[src/rtl/md_unit.sv]
// Iterative MIPS multiply/divide unit holding the architectural HI/LO registers.
// Optional macro MD_CANCEL_EN adds a cancel input that aborts an in-flight mul/div.
module md_unit #(
    parameter int WIDTH = 32
) (
    input  logic             clk,
    input  logic             rst_n,
    input  logic             start,
    input  logic [2:0]       op,
    input  logic [WIDTH-1:0] num1,
    input  logic [WIDTH-1:0] num2,
`ifdef MD_CANCEL_EN
    input  logic             cancel,
`endif
    output logic             busy,
    output logic             done,
    output logic [WIDTH-1:0] hi,
    output logic [WIDTH-1:0] lo
);

    typedef enum logic [1:0] {
        S_IDLE,
        S_RUN,
        S_FIX
    } state_t;

    localparam logic [2:0] OP_MTHI = 3'b100;
    localparam logic [2:0] OP_MTLO = 3'b101;
    localparam logic [5:0] LAST_STEP = 6'(WIDTH - 1);

    function automatic logic [WIDTH-1:0] f_cond_neg(input logic [WIDTH-1:0] v, input logic neg);
        return neg ? (~v + 1'b1) : v;
    endfunction

    function automatic logic [2*WIDTH-1:0] f_cond_neg_wide(input logic [2*WIDTH-1:0] v, input logic neg);
        return neg ? (~v + 1'b1) : v;
    endfunction

    state_t               r_state;
    state_t               w_state_nxt;
    logic [5:0]           r_cnt;
    logic [2*WIDTH-1:0]   r_acc;
    logic [WIDTH-1:0]     r_b;
    logic                 r_is_div;
    logic                 r_neg_q;
    logic                 r_neg_r;
    logic                 r_dz;
    logic [WIDTH-1:0]     r_hi;
    logic [WIDTH-1:0]     r_lo;
    logic                 r_done;

    logic                 w_cancel;
    logic                 w_idle;
    logic                 w_start_md;
    logic                 w_mthi;
    logic                 w_mtlo;
    logic                 w_s1;
    logic                 w_s2;
    logic [WIDTH:0]       w_sum;
    logic [2*WIDTH-1:0]   w_mul_nxt;
    logic [WIDTH:0]       w_shift;
    logic                 w_ge;
    logic [WIDTH-1:0]     w_sub;
    logic [WIDTH-1:0]     w_rem_nxt;
    logic [2*WIDTH-1:0]   w_div_nxt;
    logic [2*WIDTH-1:0]   w_prod_fix;
    logic [WIDTH-1:0]     w_quo_fix;
    logic [WIDTH-1:0]     w_rem_fix;

    assign w_idle = (r_state == S_IDLE);

`ifdef MD_CANCEL_EN
    assign w_cancel = cancel && !w_idle;
`else
    assign w_cancel = 1'b0;
`endif

    assign w_start_md = w_idle && start && !op[2];
    assign w_mthi     = w_idle && start && (op == OP_MTHI);
    assign w_mtlo     = w_idle && start && (op == OP_MTLO);

    // op[0]=0 selects the signed variants (MULT, DIV)
    assign w_s1 = !op[0] && num1[WIDTH-1];
    assign w_s2 = !op[0] && num2[WIDTH-1];

    // Multiply step: add multiplicand on LSB of multiplier, shift the 64-bit accumulator right
    always_comb begin
        w_sum     = {1'b0, r_acc[2*WIDTH-1:WIDTH]} + (r_acc[0] ? {1'b0, r_b} : '0);
        w_mul_nxt = {w_sum, r_acc[WIDTH-1:1]};
    end

    // Restoring divide step: remainder in the upper half, dividend/quotient in the lower half
    always_comb begin
        w_shift   = {r_acc[2*WIDTH-1:WIDTH], r_acc[WIDTH-1]};
        w_ge      = (w_shift >= {1'b0, r_b});
        w_sub     = w_shift[WIDTH-1:0] - r_b;
        w_rem_nxt = w_ge ? w_sub : w_shift[WIDTH-1:0];
        w_div_nxt = {w_rem_nxt, r_acc[WIDTH-2:0], w_ge};
    end

    always_comb begin
        w_prod_fix = f_cond_neg_wide(r_acc, r_neg_q);
        w_quo_fix  = f_cond_neg(r_acc[WIDTH-1:0], r_neg_q);
        w_rem_fix  = f_cond_neg(r_acc[2*WIDTH-1:WIDTH], r_neg_r);
    end

    always_comb begin
        w_state_nxt = r_state;
        case (r_state)
            S_IDLE:  if (w_start_md) w_state_nxt = S_RUN;
            S_RUN:   if (r_cnt == LAST_STEP) w_state_nxt = S_FIX;
            S_FIX:   w_state_nxt = S_IDLE;
            default: w_state_nxt = S_IDLE;
        endcase
        if (w_cancel) w_state_nxt = S_IDLE;
    end

    always_ff @(posedge clk or negedge rst_n) begin
        if (!rst_n) r_state <= S_IDLE;
        else        r_state <= w_state_nxt;
    end

    always_ff @(posedge clk or negedge rst_n) begin
        if (!rst_n) begin
            r_cnt    <= '0;
            r_acc    <= '0;
            r_b      <= '0;
            r_is_div <= 1'b0;
            r_neg_q  <= 1'b0;
            r_neg_r  <= 1'b0;
            r_dz     <= 1'b0;
            r_hi     <= '0;
            r_lo     <= '0;
            r_done   <= 1'b0;
        end else begin
            r_done <= (r_state == S_FIX) && !w_cancel;
            if (w_mthi) r_hi <= num1;
            if (w_mtlo) r_lo <= num1;
            if (w_start_md) begin
                r_cnt    <= '0;
                r_is_div <= op[1];
                r_neg_q  <= w_s1 ^ w_s2;
                r_neg_r  <= w_s1;
                r_dz     <= op[1] && (num2 == '0);
                if (op[1]) begin
                    r_acc <= {{WIDTH{1'b0}}, f_cond_neg(num1, w_s1)};
                    r_b   <= f_cond_neg(num2, w_s2);
                end else begin
                    r_acc <= {{WIDTH{1'b0}}, f_cond_neg(num2, w_s2)};
                    r_b   <= f_cond_neg(num1, w_s1);
                end
            end
            if (r_state == S_RUN) begin
                r_cnt <= r_cnt + 6'd1;
                r_acc <= r_is_div ? w_div_nxt : w_mul_nxt;
            end
            if ((r_state == S_FIX) && !w_cancel) begin
                if (r_is_div) begin
                    r_hi <= w_rem_fix;
                    r_lo <= r_dz ? {WIDTH{1'b1}} : w_quo_fix;
                end else begin
                    r_hi <= w_prod_fix[2*WIDTH-1:WIDTH];
                    r_lo <= w_prod_fix[WIDTH-1:0];
                end
            end
        end
    end

    assign busy = !w_idle;
    assign done = r_done;
    assign hi   = r_hi;
    assign lo   = r_lo;

endmodule
[config.mk]
export PLATFORM = sky130hd
export DESIGN_NAME = md_unit
export DESIGN_NICKNAME = d
export VERILOG_FILES = /design/src/rtl/md_unit.sv
export SDC_FILE = /design/constraint.sdc
export NUM_CORES = 1
export LEC_CHECK = 0
export BUFFER_PORTS_ARGS = -buffer_cell sky130_fd_sc_hd__clkbuf_2
export CAP_MARGIN = 15
export CORE_ASPECT_RATIO = 1.1
export CORE_MARGIN = 2
export CORE_UTILIZATION = 40
export CTS_CLUSTER_SIZE = 25
export DETAILED_ROUTE_END_ITERATION = 6
export SLEW_MARGIN = 20
export SYNTH_ARGS = -nofsm -noshare
export SYNTH_HDL_FRONTEND = slang
export SYNTH_SLANG_ARGS = --single-unit
[constraint.sdc]
create_clock -name clk -period 3.69 [get_ports clk]
set_input_delay 0.738 -clock clk [delete_from_list [all_inputs] [get_ports clk]]
set_output_delay 0.738 -clock clk [all_outputs]
set_load 0.01 [all_outputs]
==> summary.txt, run 1 <==
Run status
  • Run status: complete, no violations

Routing
  • DRC violation total after the first TritonRoute iteration: 1,216
  • Routed len/inst: 21.8 µm
  • Antenna Nets Post-Route: 0
  • DR DRC count: 0
  • Drt pass-1 iters: 5
  • Vias per inst: 6.00
  • Vias post-DR: 14,900
  • Final wirelength: 54.3 mm

Global routing
  • Initial antenna violation count: 1
  • Pin count of the biggest net entering global routing: 100
  • Gr usage total: 27.5%
  • Congestion Overflow GR: 0
  • Number of global-route vias before repair: 13,900
  • First-pass GRT wire length: 83.5 mm

Clock tree
  • TritonCTS Buffers: 17
  • Clk_lat worst skew: 0.46 ns
  • CTS tree: yes
  • Bufs on Longest Clock Path: 2
  • Worst-path clk slew: 0.07 ns
  • Clock sinks: 173
  • H-tree levels: 4
  • Post-CTS Setup Bufs: 0
  • CTS root buffer: clkbuf_16

Synth
  • Post-Syn Nets: 2,029
  • Share of flip-flops with an asynchronous set or reset: 100%
  • Register area share after synthesis: 28.9%
  • Cells after synthesis: 1,888
  • Avg Synthesized Cell Area: 7.94 µm²
  • Ys Warns: 0
  • Post-synth EDFFs: 0
  • Mapped Area: 15,000 µm²
  • #FFs+latches synth: 173
  • Post-synth cell types: 73
  • Main flop type after synthesis: dfrtp_1

Setup path
  • WS Path Type: flip-flop to flip-flop
  • Startpoint Class: flip-flop
  • Worst EP arrival: 3.79 ns
  • Worst r2r src: r_acc[0]
  • Crit path from: r_acc[0]
  • Worst setup EP type: flip-flop
  • WP data required: 4.03 ns
  • Crit path max fanout: 33

Power
  • Largest vdd supply drop: 0.297 mV
  • Leakage Power: 7.18 nW
  • Cell Pwr Density: 820 nW/µm²

Finish
  • Final Util: 45.9%
  • Nets: 2,123
  • Design Area, Final: 17,000 µm²
  • Filler instances: 3,731
  • Synth-to-Final Area Change: 13.4%
  • Layout cell share with drive strength beyond 1: 13.4%
  • Register Area: 4330 µm²
  • Multi-input gate area: 9970 µm²

STA
  • Fmax: 290 MHz
  • Worst-Margin Slew: 0.950 ns
  • Final min period: 3.45 ns
  • Slew headroom: 36.7%
  • Crit share post-route: 93.5%
  • Hold_ws: 0.354 ns
  • RSZ-0062 raised after global routing: no
  • Worst-case clock skew: 0.0121 ns
  • Setup_tns: 0 ns
  • Slew Viols, Final: 0
  • Fin. Hold Viols: 0
  • Final-report setup violation count: 0

Place
  • DP Wirelength: 42.4 mm
  • IO Port Bufs: 135
  • Post-DP Area: 16,400 µm²
  • Gpl congestion: 0.942

Floorplanning
  • Starting density of the core: 40.5%
  • Num ports: 136
  • Die H: 207 µm
  • Die width: 189 µm
  • # rows: 74
  • CORE AREA: 37,000 µm²
  • Full die area: 39,100 µm²

Flow run
  • # Max-Cap Violations: 0

Worst hold path
  • HP Class: input pin to async pin
final cells by class:
class	count	share of cell area [%]
Multi-Input combinational cell	1523	58.6
Inverter	64	1.41
Timing Repair Buffer	203	7.39
Sequential cell	173	25.5
Tap cell	494	3.63
Antenna cell	1	0.0147
Clock buffer	23	2.87
Clock inverter	9	0.632
cell families after synthesis:
kind of cell | count (synthesis) | share of synthesized area, %
AO/OA/AOI/OAI | 619 | 26.6
adder cells (fa/ha/maj) | 71 | 6.02
flip-flops | 173 | 28.9
buffers and inverters | 192 | 4.91
AND/OR/NAND/NOR | 577 | 18.0
XOR/XNOR | 170 | 9.93
multiplexers | 86 | 5.75
registers in the layout, summed over array words and instances (netlist names):
name	flops
r_neg_q	1
r_neg_r	1
r_b	32
r_dz	1
hi	32
r_is_div	1
r_state	2
lo	32
done	1
r_cnt	6
r_acc	64
per-layer routing:
| metal | GRT usage [%] | share of wire (%) |
|---|---|---|
| met5 | 0 | 0 |
| met4 | 13.1 | 5.0 |
| met3 | 3.24 | 5.7 |
| met2 | 45.1 | 47 |
| met1 | 36.0 | 42 |
critical path: stages (launching register included):
cell and delay [ns]:
dfrtp_1 0.39, inv_1 0.10, buf_12 0.20, nor2_1 0.08
ha_1 0.29, a21o_1 0.18, a21o_1 0.17, a211o_1 0.31
or3_1 0.33, o211ai_2 0.24, o21ai_1 0.16, a221o_1 0.34
a211o_1 0.30, a32o_1 0.22
stage by stage:
| step | std cells | power [W] | setup slack, ns |
|---|---|---|---|
| 2_1_floorplan | 1888 | 0.00941 | 0.279 |
| 3_3_place_gp | 2457 | 0.0119 | 0.197 |
| 3_5_place_dp | 2457 | 0.0119 | 0.215 |
| 4_1_cts | 2489 | 0.0138 | 0.180 |
| 5_1_grt | 2489 | 0.0150 | 0.0591 |
| 6_report | 2490 | 0.0139 | 0.241 |
placed cells by master, fill, tap and decap left out, types with 21 or more instances in the layout:
| master | instances |
|---|---|
| a21o_1 | 35 |
| nand2_1 | 222 |
| a22oi_1 | 21 |
| inv_1 | 62 |
| o211ai_1 | 28 |
| ha_1 | 69 |
| o21ai_0 | 165 |
| a21oi_1 | 143 |
| o31ai_1 | 25 |
| xor2_1 | 71 |
| a32oi_1 | 32 |
| xnor2_1 | 99 |
| buf_4 | 63 |
| dfrtp_1 | 171 |
| nor3_1 | 46 |
| clkbuf_2 | 133 |
| or3_1 | 23 |
| a211oi_1 | 50 |
| mux2i_1 | 85 |
| nor2_1 | 140 |
| nand3_1 | 23 |
power by group:
group	internal [W]	total [W]	switching (W)
logic	0.00367	0.00865	0.00498
clock network	0.00107	0.00188	0.000812
registers	0.00251	0.00342	0.000911
total	0.00725	0.0139	0.00670
final timing paths:
kind | to | slack (ns) | cells past startpoint
worst max-delay path | r_acc[63] | 0.24 | 13
worst min-delay path | lo[4] | 0.35 | 1
worst max register to register | r_acc[63] | 0.24 | 13
worst min register to register | r_b[5] | 0.49 | 1
max in group asynchronous | r_acc[55] | 2.58 | 2
min in group clk | r_b[5] | 0.49 | 1
cell usage after synthesis, drive strengths merged (5+ instances only):
master | count | area share, %
nor2 | 143 | 3.6
clkbuf | 105 | 2.6
and3 | 7 | 0.29
nand2b | 13 | 0.54
nand3 | 23 | 0.77
ha | 69 | 5.8
or3 | 25 | 1.1
o21ai | 172 | 5.7
o31a | 9 | 0.53
a211oi | 50 | 2.5
xnor2 | 99 | 5.8
o21bai | 9 | 0.45
dfrtp | 173 | 29
nor3b | 5 | 0.25
nor4 | 17 | 0.85
a22oi | 21 | 1.1
a31oi | 15 | 0.63
a21o | 35 | 1.8
o21a | 17 | 0.85
and2 | 7 | 0.29
mux2i | 85 | 5.7
nor3 | 46 | 1.5
or2 | 10 | 0.42
or4 | 9 | 0.48
inv | 63 | 1.6
a32oi | 32 | 1.9
nor2b | 22 | 0.92
buf | 23 | 0.68
a221oi | 6 | 0.35
o31ai | 26 | 1.4
xor2 | 71 | 4.1
a211o | 6 | 0.35
nand2 | 223 | 5.6
a21oi | 145 | 4.9
o211ai | 29 | 1.5
o221ai | 10 | 0.58
nand4 | 16 | 0.67
o41ai | 11 | 0.64
timing repair:
item / in CTS / in global routing
endpoints found under the setup margin: 0 / 3
hold buffers: 0 / 0
gates resized for setup: 0 / 2
No activity file was read; power rests on OpenSTA's default activity.
==> run 2, diff against run 1 <==
--- a/config.mk
+++ b/config.mk
@@ -9,9 +9,10 @@
 export CAP_MARGIN = 15
 export CORE_ASPECT_RATIO = 1.1
 export CORE_MARGIN = 2
-export CORE_UTILIZATION = 40
+export CORE_UTILIZATION = 62
 export CTS_CLUSTER_SIZE = 25
 export DETAILED_ROUTE_END_ITERATION = 6
+export PLACE_DENSITY = 0.83
 export SLEW_MARGIN = 20
 export SYNTH_ARGS = -nofsm -noshare
 export SYNTH_HDL_FRONTEND = slang
==> run 2 against run 1 <==
  * Sequential cell count stayed put
  * Power is 0.25% lower
  * Maximum frequency is 3.0% lower
==> summary.txt, run 2 (synthesized netlist as in run 1, its figures left out) <==
Routing
  • Routed len/inst: 22.5 µm (was 21.8 µm)
  • DR DRC count: 0 (unchanged)
  • Antenna Nets Post-Route: 0 (unchanged)
  • Final wirelength: 51.2 mm (was 54.3 mm)
  • Vias per inst: 6.69 (was 6.00)
  • DRC violation total after the first TritonRoute iteration: 1,579 (was 1,216)
  • Drt pass-1 iters: 6 (was 5)
  • Vias post-DR: 15,300 (was 14,900)

Finish
  • Commonest non-fill, non-tap cells in the layout: nand2_1 (222), dfrtp_1 (172), o21ai_0 (165), a21oi_1 (143), nor2_1 (140) (was nand2_1 (222), dfrtp_1 (171), o21ai_0 (165), a21oi_1 (143), nor2_1 (140))
  • Top reg by flops: r_acc (unchanged)
  • N_diodes: 0 (was 1)
  • Most common cell after layout, fill and taps aside: nand2_1 (unchanged)
  • Nets: 2,105 (was 2,123)
  • Filler instances: 2,008 (was 3,731)
  • Layout cell share with drive strength beyond 1: 12.7% (was 13.4%)
  • Max FFs per register: 64 (unchanged)
  • Synth-to-Final Area Change: 10.9% (was 13.4%)

Global routing
  • Gr usage total: 39.9% (was 27.5%)
  • Congestion Overflow GR: 0 (unchanged)
  • Initial antenna violation count: 1 (unchanged)
  • Pin count of the biggest net entering global routing: 97 (was 100)
  • Number of global-route vias before repair: 14,700 (was 13,900)
  • First-pass GRT wire length: 80.9 mm (was 83.5 mm)

Run status
  • Run status: complete, no violations (unchanged)

Floorplanning
  • CORE AREA: 23,700 µm² (was 37,000 µm²)
  • Die width: 152 µm (was 189 µm)
  • Starting density of the core: 63.3% (was 40.5%)
  • # rows: 59 (was 74)
  • Die H: 167 µm (was 207 µm)
  • Full die area: 25,500 µm² (was 39,100 µm²)
  • Num ports: 136 (unchanged)

Setup path
  • Crit path from: r_acc[31] (was r_acc[0])
  • Worst r2r src: r_acc[31] (was r_acc[0])
  • Worst EP arrival: 3.85 ns (was 3.79 ns)
  • FF-to-FF path depth: 14 (was 13)
  • R2R Path End: r_acc[62] (was r_acc[63])
  • CP endpoint: r_acc[62] (was r_acc[63])
  • Internal reg-to-reg setup slack: 0.13 ns (was 0.24 ns)
  • Startpoint Class: flip-flop (unchanged)
  • Worst setup EP type: flip-flop (unchanged)
  • WS Path Type: flip-flop to flip-flop (unchanged)
  • Crit path max fanout: 3 (was 33)
  • WP data required: 3.98 ns (was 4.03 ns)

Power
  • Combinational Power Share: 61.9% (was 62.0%)
  • Largest vdd supply drop: 0.533 mV (was 0.297 mV)
  • Net Sw Power: 0.00681 W (was 0.00670 W)
  • Tot Pwr: 0.0139 W (about the same)
  • Leakage Power: 7.09 nW (was 7.18 nW)
  • P_int: 0.00710 W (was 0.00725 W)
  • Sw frac: 49.0% (was 48.0%)
  • Reg power frac: 24.6% (was 24.5%)
  • Cell Pwr Density: 836 nW/µm² (was 820 nW/µm²)
  • Clock power frac: 13.5% (about the same)

STA
  • Final min period: 3.56 ns (was 3.45 ns)
  • Worst-case clock skew: 0.0168 ns (was 0.0121 ns)
  • Slew headroom: 32.2% (was 36.7%)
  • Fin. Hold Viols: 0 (unchanged)
  • Worst-Margin Slew: 1.02 ns (was 0.950 ns)
  • Slew Viols, Final: 0 (unchanged)
  • RSZ-0062 raised after global routing: no (unchanged)
  • Setup_tns: 0 ns (unchanged)
  • Crit share post-route: 96.4% (was 93.5%)
  • Final-report setup violation count: 0 (unchanged)
  • Fmax: 281 MHz (was 290 MHz)

Clock tree
  • CTS tree: yes (unchanged)
  • TritonCTS Buffers: 17 (unchanged)
  • Bufs on Longest Clock Path: 2 (unchanged)
  • Post-CTS Setup Bufs: 0 (unchanged)
  • Clock sinks: 173 (unchanged)
  • Cts hold-fix bufs: 0 (unchanged)
  • CTS resizes: 0 (unchanged)
  • Clk_lat worst skew: 0.45 ns (was 0.46 ns)
  • H-tree levels: 4 (unchanged)
  • CTS root buffer: clkbuf_16 (unchanged)
  • Worst-path clk slew: 0.08 ns (was 0.07 ns)

Place
  • DP Wirelength: 39.0 mm (was 42.4 mm)
  • IO Port Bufs: 135 (unchanged)
  • Gpl congestion: 1.03 (was 0.942)

Flow run
  • # Max-Cap Violations: 0 (unchanged)

Worst hold path
  • HP Class: input pin to async pin (unchanged)
==> run 2: power groups by stage <==
stage	Combinational [W]	Sequential (W)	Clock, W
floorplan	0.00628	0.00313	0
global placement	0.00819	0.00338	0
detailed placement	0.00837	0.00341	0
CTS	0.00844	0.00337	0.00187
global route	0.00942	0.00349	0.00195
finish	0.00860	0.00343	0.00188
==> run 2: worst min-delay path by stage <==
stage | startpoint | end | slack [ns] | depth (start not counted)
3_3_place_gp | r_b[6] | r_b[6] | 0.46 | 1
2_1_floorplan | rst_n | done | 0.44 | 0
5_1_grt | rst_n | lo[4] | 0.35 | 1
3_5_place_dp | r_b[2] | r_b[2] | 0.47 | 2
6_report | rst_n | lo[6] | 0.28 | 1
4_1_cts | rst_n | lo[4] | 0.32 | 1
==> run 2: critical path, stage by stage, from the launching register on <==
cell and delay [ns]:
dfrtp_1 0.42, inv_1 0.13, ha_1 0.21, inv_1 0.06
fa_1 0.40, a21o_1 0.19, a221oi_1 0.49, a31o_2 0.30
o21ai_0 0.19, buf_4 0.20, a21boi_0 0.23, o21ai_0 0.17
xor2_1 0.16, mux2i_1 0.15, o211ai_1 0.09
==> run 2: per-stage QoR <==
step	cell area [µm²]	worst slack, ns	cells	hold WS, ns	utilization [%]
after global routing	16600	0.0472	2282	0.352	70.2
after floorplan	15000	0.279	1888	0.442	-
final	16600	0.133	2282	0.279	70.2
after global placement	16000	0.147	2250	0.464	67.6
after detailed placement	16000	0.120	2250	0.475	67.6
after CTS	16600	0.153	2282	0.323	70.1
==> run 2: cell type report <==
| cell class | instances | area, µm² | share of cell area, % |
|---|---|---|---|
| Clock buffer | 17 | 425 | 2.56 |
| Clock inverter | 15 | 170 | 1.02 |
| Inverter | 64 | 240 | 1.44 |
| Multi-Input combinational cell | 1523 | 9970 | 60.0 |
| Sequential cell | 173 | 4330 | 26.0 |
| Tap cell | 305 | 382 | 2.29 |
| Timing Repair Buffer | 185 | 1110 | 6.68 |
==> run 2: routing by layer <==
metal	track usage (%)	wire (µm)	vias up
li1	-	-	7015
met1	51.3	20300	7229
met2	64.1	23200	834
met3	5.87	4280	188
met4	24.2	3480	0
met5	0	0	-
==> run 3, diff against run 2 <==
--- a/config.mk
+++ b/config.mk
@@ -9,10 +9,10 @@
 export CAP_MARGIN = 15
 export CORE_ASPECT_RATIO = 1.1
 export CORE_MARGIN = 2
-export CORE_UTILIZATION = 62
+export CORE_UTILIZATION = 35
 export CTS_CLUSTER_SIZE = 25
 export DETAILED_ROUTE_END_ITERATION = 6
-export PLACE_DENSITY = 0.83
+export PLACE_DENSITY = 0.5
 export SLEW_MARGIN = 20
 export SYNTH_ARGS = -nofsm -noshare
 export SYNTH_HDL_FRONTEND = slang
==> constraint.sdc (replaced) <==
create_clock -name clk -period 3.54 [get_ports clk]
set_input_delay 0.708 -clock clk [delete_from_list [all_inputs] [get_ports clk]]
set_output_delay 0.708 -clock clk [all_outputs]
set_load 0.01 [all_outputs]
==> run 3 against run 2 <==
  * Combinational power grew 9.9%
  * Highest routed layer unchanged
  * Critical endpoint is now r_acc[63]
  * Core utilization shrank 29 points
  * Routed wire length is 15% higher
  * Die area up 75%
  * Sequential share of layout area down 1.2 points
  * Final cell count increased by 14%
  * Clock power increased by 5%
  * Register-to-register slack better by 0.03 ns
==> summary.txt, run 3 (synthesized netlist as in run 1, its figures left out) <==
Run status
  • Run status: complete, no violations (unchanged)

Clock tree
  • Clk_lat worst skew: 0.46 ns (was 0.45 ns)
  • Cts hold-fix bufs: 0 (unchanged)
  • Bufs on Longest Clock Path: 2 (unchanged)
  • CTS tree: yes (unchanged)
  • CTS root buffer: clkbuf_16 (unchanged)
  • H-tree levels: 4 (unchanged)
  • TritonCTS Buffers: 17 (unchanged)
  • Clock sinks: 173 (unchanged)
  • Worst-path clk slew: 0.07 ns (was 0.08 ns)

STA
  • Slew headroom: 31.7% (was 32.2%)
  • Fin. Hold Viols: 0 (unchanged)
  • Worst-Margin Slew: 1.02 ns (about the same)
  • Final-report setup violation count: 0 (unchanged)
  • Crit share post-route: 95.5% (was 96.4%)
  • RSZ-0062 raised after global routing: no (unchanged)
  • Setup_tns: 0 ns (unchanged)
  • Fmax: 296 MHz (was 281 MHz)
  • Final min period: 3.38 ns (was 3.56 ns)
  • Slew Viols, Final: 0 (unchanged)
  • Hold_ws: 0.255 ns (was 0.279 ns)
  • Worst-case clock skew: 0.0115 ns (was 0.0168 ns)

Routing
  • Antenna Nets Post-Route: 0 (unchanged)
  • DRC violation total after the first TritonRoute iteration: 1,187 (was 1,579)
  • Vias per inst: 5.72 (was 6.69)
  • Final wirelength: 58.8 mm (was 51.2 mm)
  • Vias post-DR: 14,900 (was 15,300)
  • DR DRC count: 0 (unchanged)
  • Routed len/inst: 22.6 µm (was 22.5 µm)
  • Drt pass-1 iters: 5 (was 6)

Finish
  • N_diodes: 0 (unchanged)
  • Nets: 2,161 (was 2,105)
  • Layout Cells excl Fill: 2,597 (was 2,282)
  • Synth-to-Final Area Change: 16.1% (was 10.9%)
  • Top reg by flops: r_acc (unchanged)
  • Most common cell after layout, fill and taps aside: nand2_1 (unchanged)
  • Max FFs per register: 64 (unchanged)
  • Commonest non-fill, non-tap cells in the layout: nand2_1 (222), dfrtp_1 (171), o21ai_0 (165), a21oi_1 (142), nor2_1 (140) (was nand2_1 (222), dfrtp_1 (172), o21ai_0 (165), a21oi_1 (143), nor2_1 (140))
  • Layout cell share with drive strength beyond 1: 15.1% (was 12.7%)

Floorplanning
  • Full die area: 44,500 µm² (was 25,500 µm²)
  • # rows: 79 (was 59)
  • Die H: 221 µm (was 167 µm)
  • Starting density of the core: 35.5% (was 63.3%)
  • Num ports: 136 (unchanged)
  • Die width: 201 µm (was 152 µm)
  • CORE AREA: 42,300 µm² (was 23,700 µm²)

Setup path
  • Crit path max fanout: 11 (was 3)
  • Startpoint Class: flip-flop (unchanged)
  • WP data required: 3.89 ns (was 3.98 ns)
  • WS Path Type: flip-flop to flip-flop (unchanged)
  • Worst setup EP type: flip-flop (unchanged)
  • Worst EP arrival: 3.73 ns (was 3.85 ns)

Flow run
  • # Max-Cap Violations: 0 (unchanged)

Worst hold path
  • HP Class: input pin to async pin (unchanged)

Global routing
  • Number of global-route vias before repair: 14,300 (was 14,700)
  • Pin count of the biggest net entering global routing: 87 (was 97)
  • Congestion Overflow GR: 0 (unchanged)
  • First-pass GRT wire length: 89.4 mm (was 80.9 mm)
  • Gr usage total: 26.0% (was 39.9%)
  • Initial antenna violation count: 0 (was 1)

Power
  • Leakage Power: 7.37 nW (was 7.09 nW)
  • Tot Pwr: 0.0149 W (was 0.0139 W)
  • Cell Pwr Density: 858 nW/µm² (was 836 nW/µm²)
  • Largest vdd supply drop: 0.368 mV (was 0.533 mV)

Place
  • Gpl congestion: 0.916 (was 1.03)
  • IO Port Bufs: 135 (unchanged)
  • DP Wirelength: 45.7 mm (was 39.0 mm)
  • Placed cell count: 2,563 (was 2,250)
==> run 3: cell count changes in the layout (fill, tap and decap cells not counted), sizes merged <==
cell / delta
buf: +54
bufinv: +1
clkbuf: +5
clkinv: -2
clkinvlp: +2
inv: -7
==> run 3: power by group <==
| part | leakage, nW | internal, W | switching [W] |
|---|---|---|---|
| combinational | 5.04 | 0.00401 | 0.00544 |
| sequential | 2.06 | 0.00262 | 0.000907 |
| clock | 0.272 | 0.00109 | 0.000886 |
==> run 3: path summary, 6_finish.rpt <==
kind / start / endpoint / slack (ns) / cells past startpoint
worst max-delay path: r_acc[0] / r_acc[63] / 0.16 / 13
worst min-delay path: rst_n / lo[6] / 0.26 / 1
worst max register to register: r_acc[0] / r_acc[63] / 0.16 / 13
worst min register to register: r_b[5] / r_b[5] / 0.48 / 1
max in group asynchronous: rst_n / hi[25] / 2.47 / 2
min in group clk: r_b[5] / r_b[5] / 0.48 / 1
==> run 3: area by class of cell <==
| class | count | area [µm²] |
|---|---|---|
| fill | 4381 | 24900 |
| sequential | 173 | 4330 |
| clock inverter | 9 | 113 |
| clock buffer | 20 | 467 |
| multi-input combinational | 1523 | 9970 |
| inverter | 64 | 240 |
| tap | 567 | 709 |
| timing repair buffer | 241 | 1590 |
==> run 3: what timing repair did <==
item | CTS | global route
endpoints found under the setup margin | 0 | 3
buffers inserted | 0 | 4
gates resized for setup | 0 | 4
==> run 3: critical path: stages (launching register included) <==
cell and delay [ns]:
dfrtp_1 0.41, inv_2 0.11, buf_12 0.15, nor2_1 0.06
ha_1 0.29, a21o_1 0.18, a21o_1 0.17, a211o_1 0.31
or3_1 0.33, o211ai_2 0.27, o21ai_2 0.12, a221o_1 0.35
a211o_1 0.30, a32o_1 0.22
==> run 3: through the flow <==
step                cell area [µm²]  util, %  worst slack (ns)
floorplan                     15000        -             0.129
global placement              16800     39.6             0.159
detailed placement            16800     39.6             0.127
CTS                           17300     41.0             0.106
global route                  17400     41.2            0.0168
finish                        17400     41.2             0.161
==> run 3: metal layers <==
metal  wire [µm]  up-vias  global-route usage (%)
li1            -     7124                       -
met1       25900     7229                    34.3
met2       28100      414                    43.5
met3        2400       89                    2.42
met4        2450        0                    11.1
met5           0        -                       0
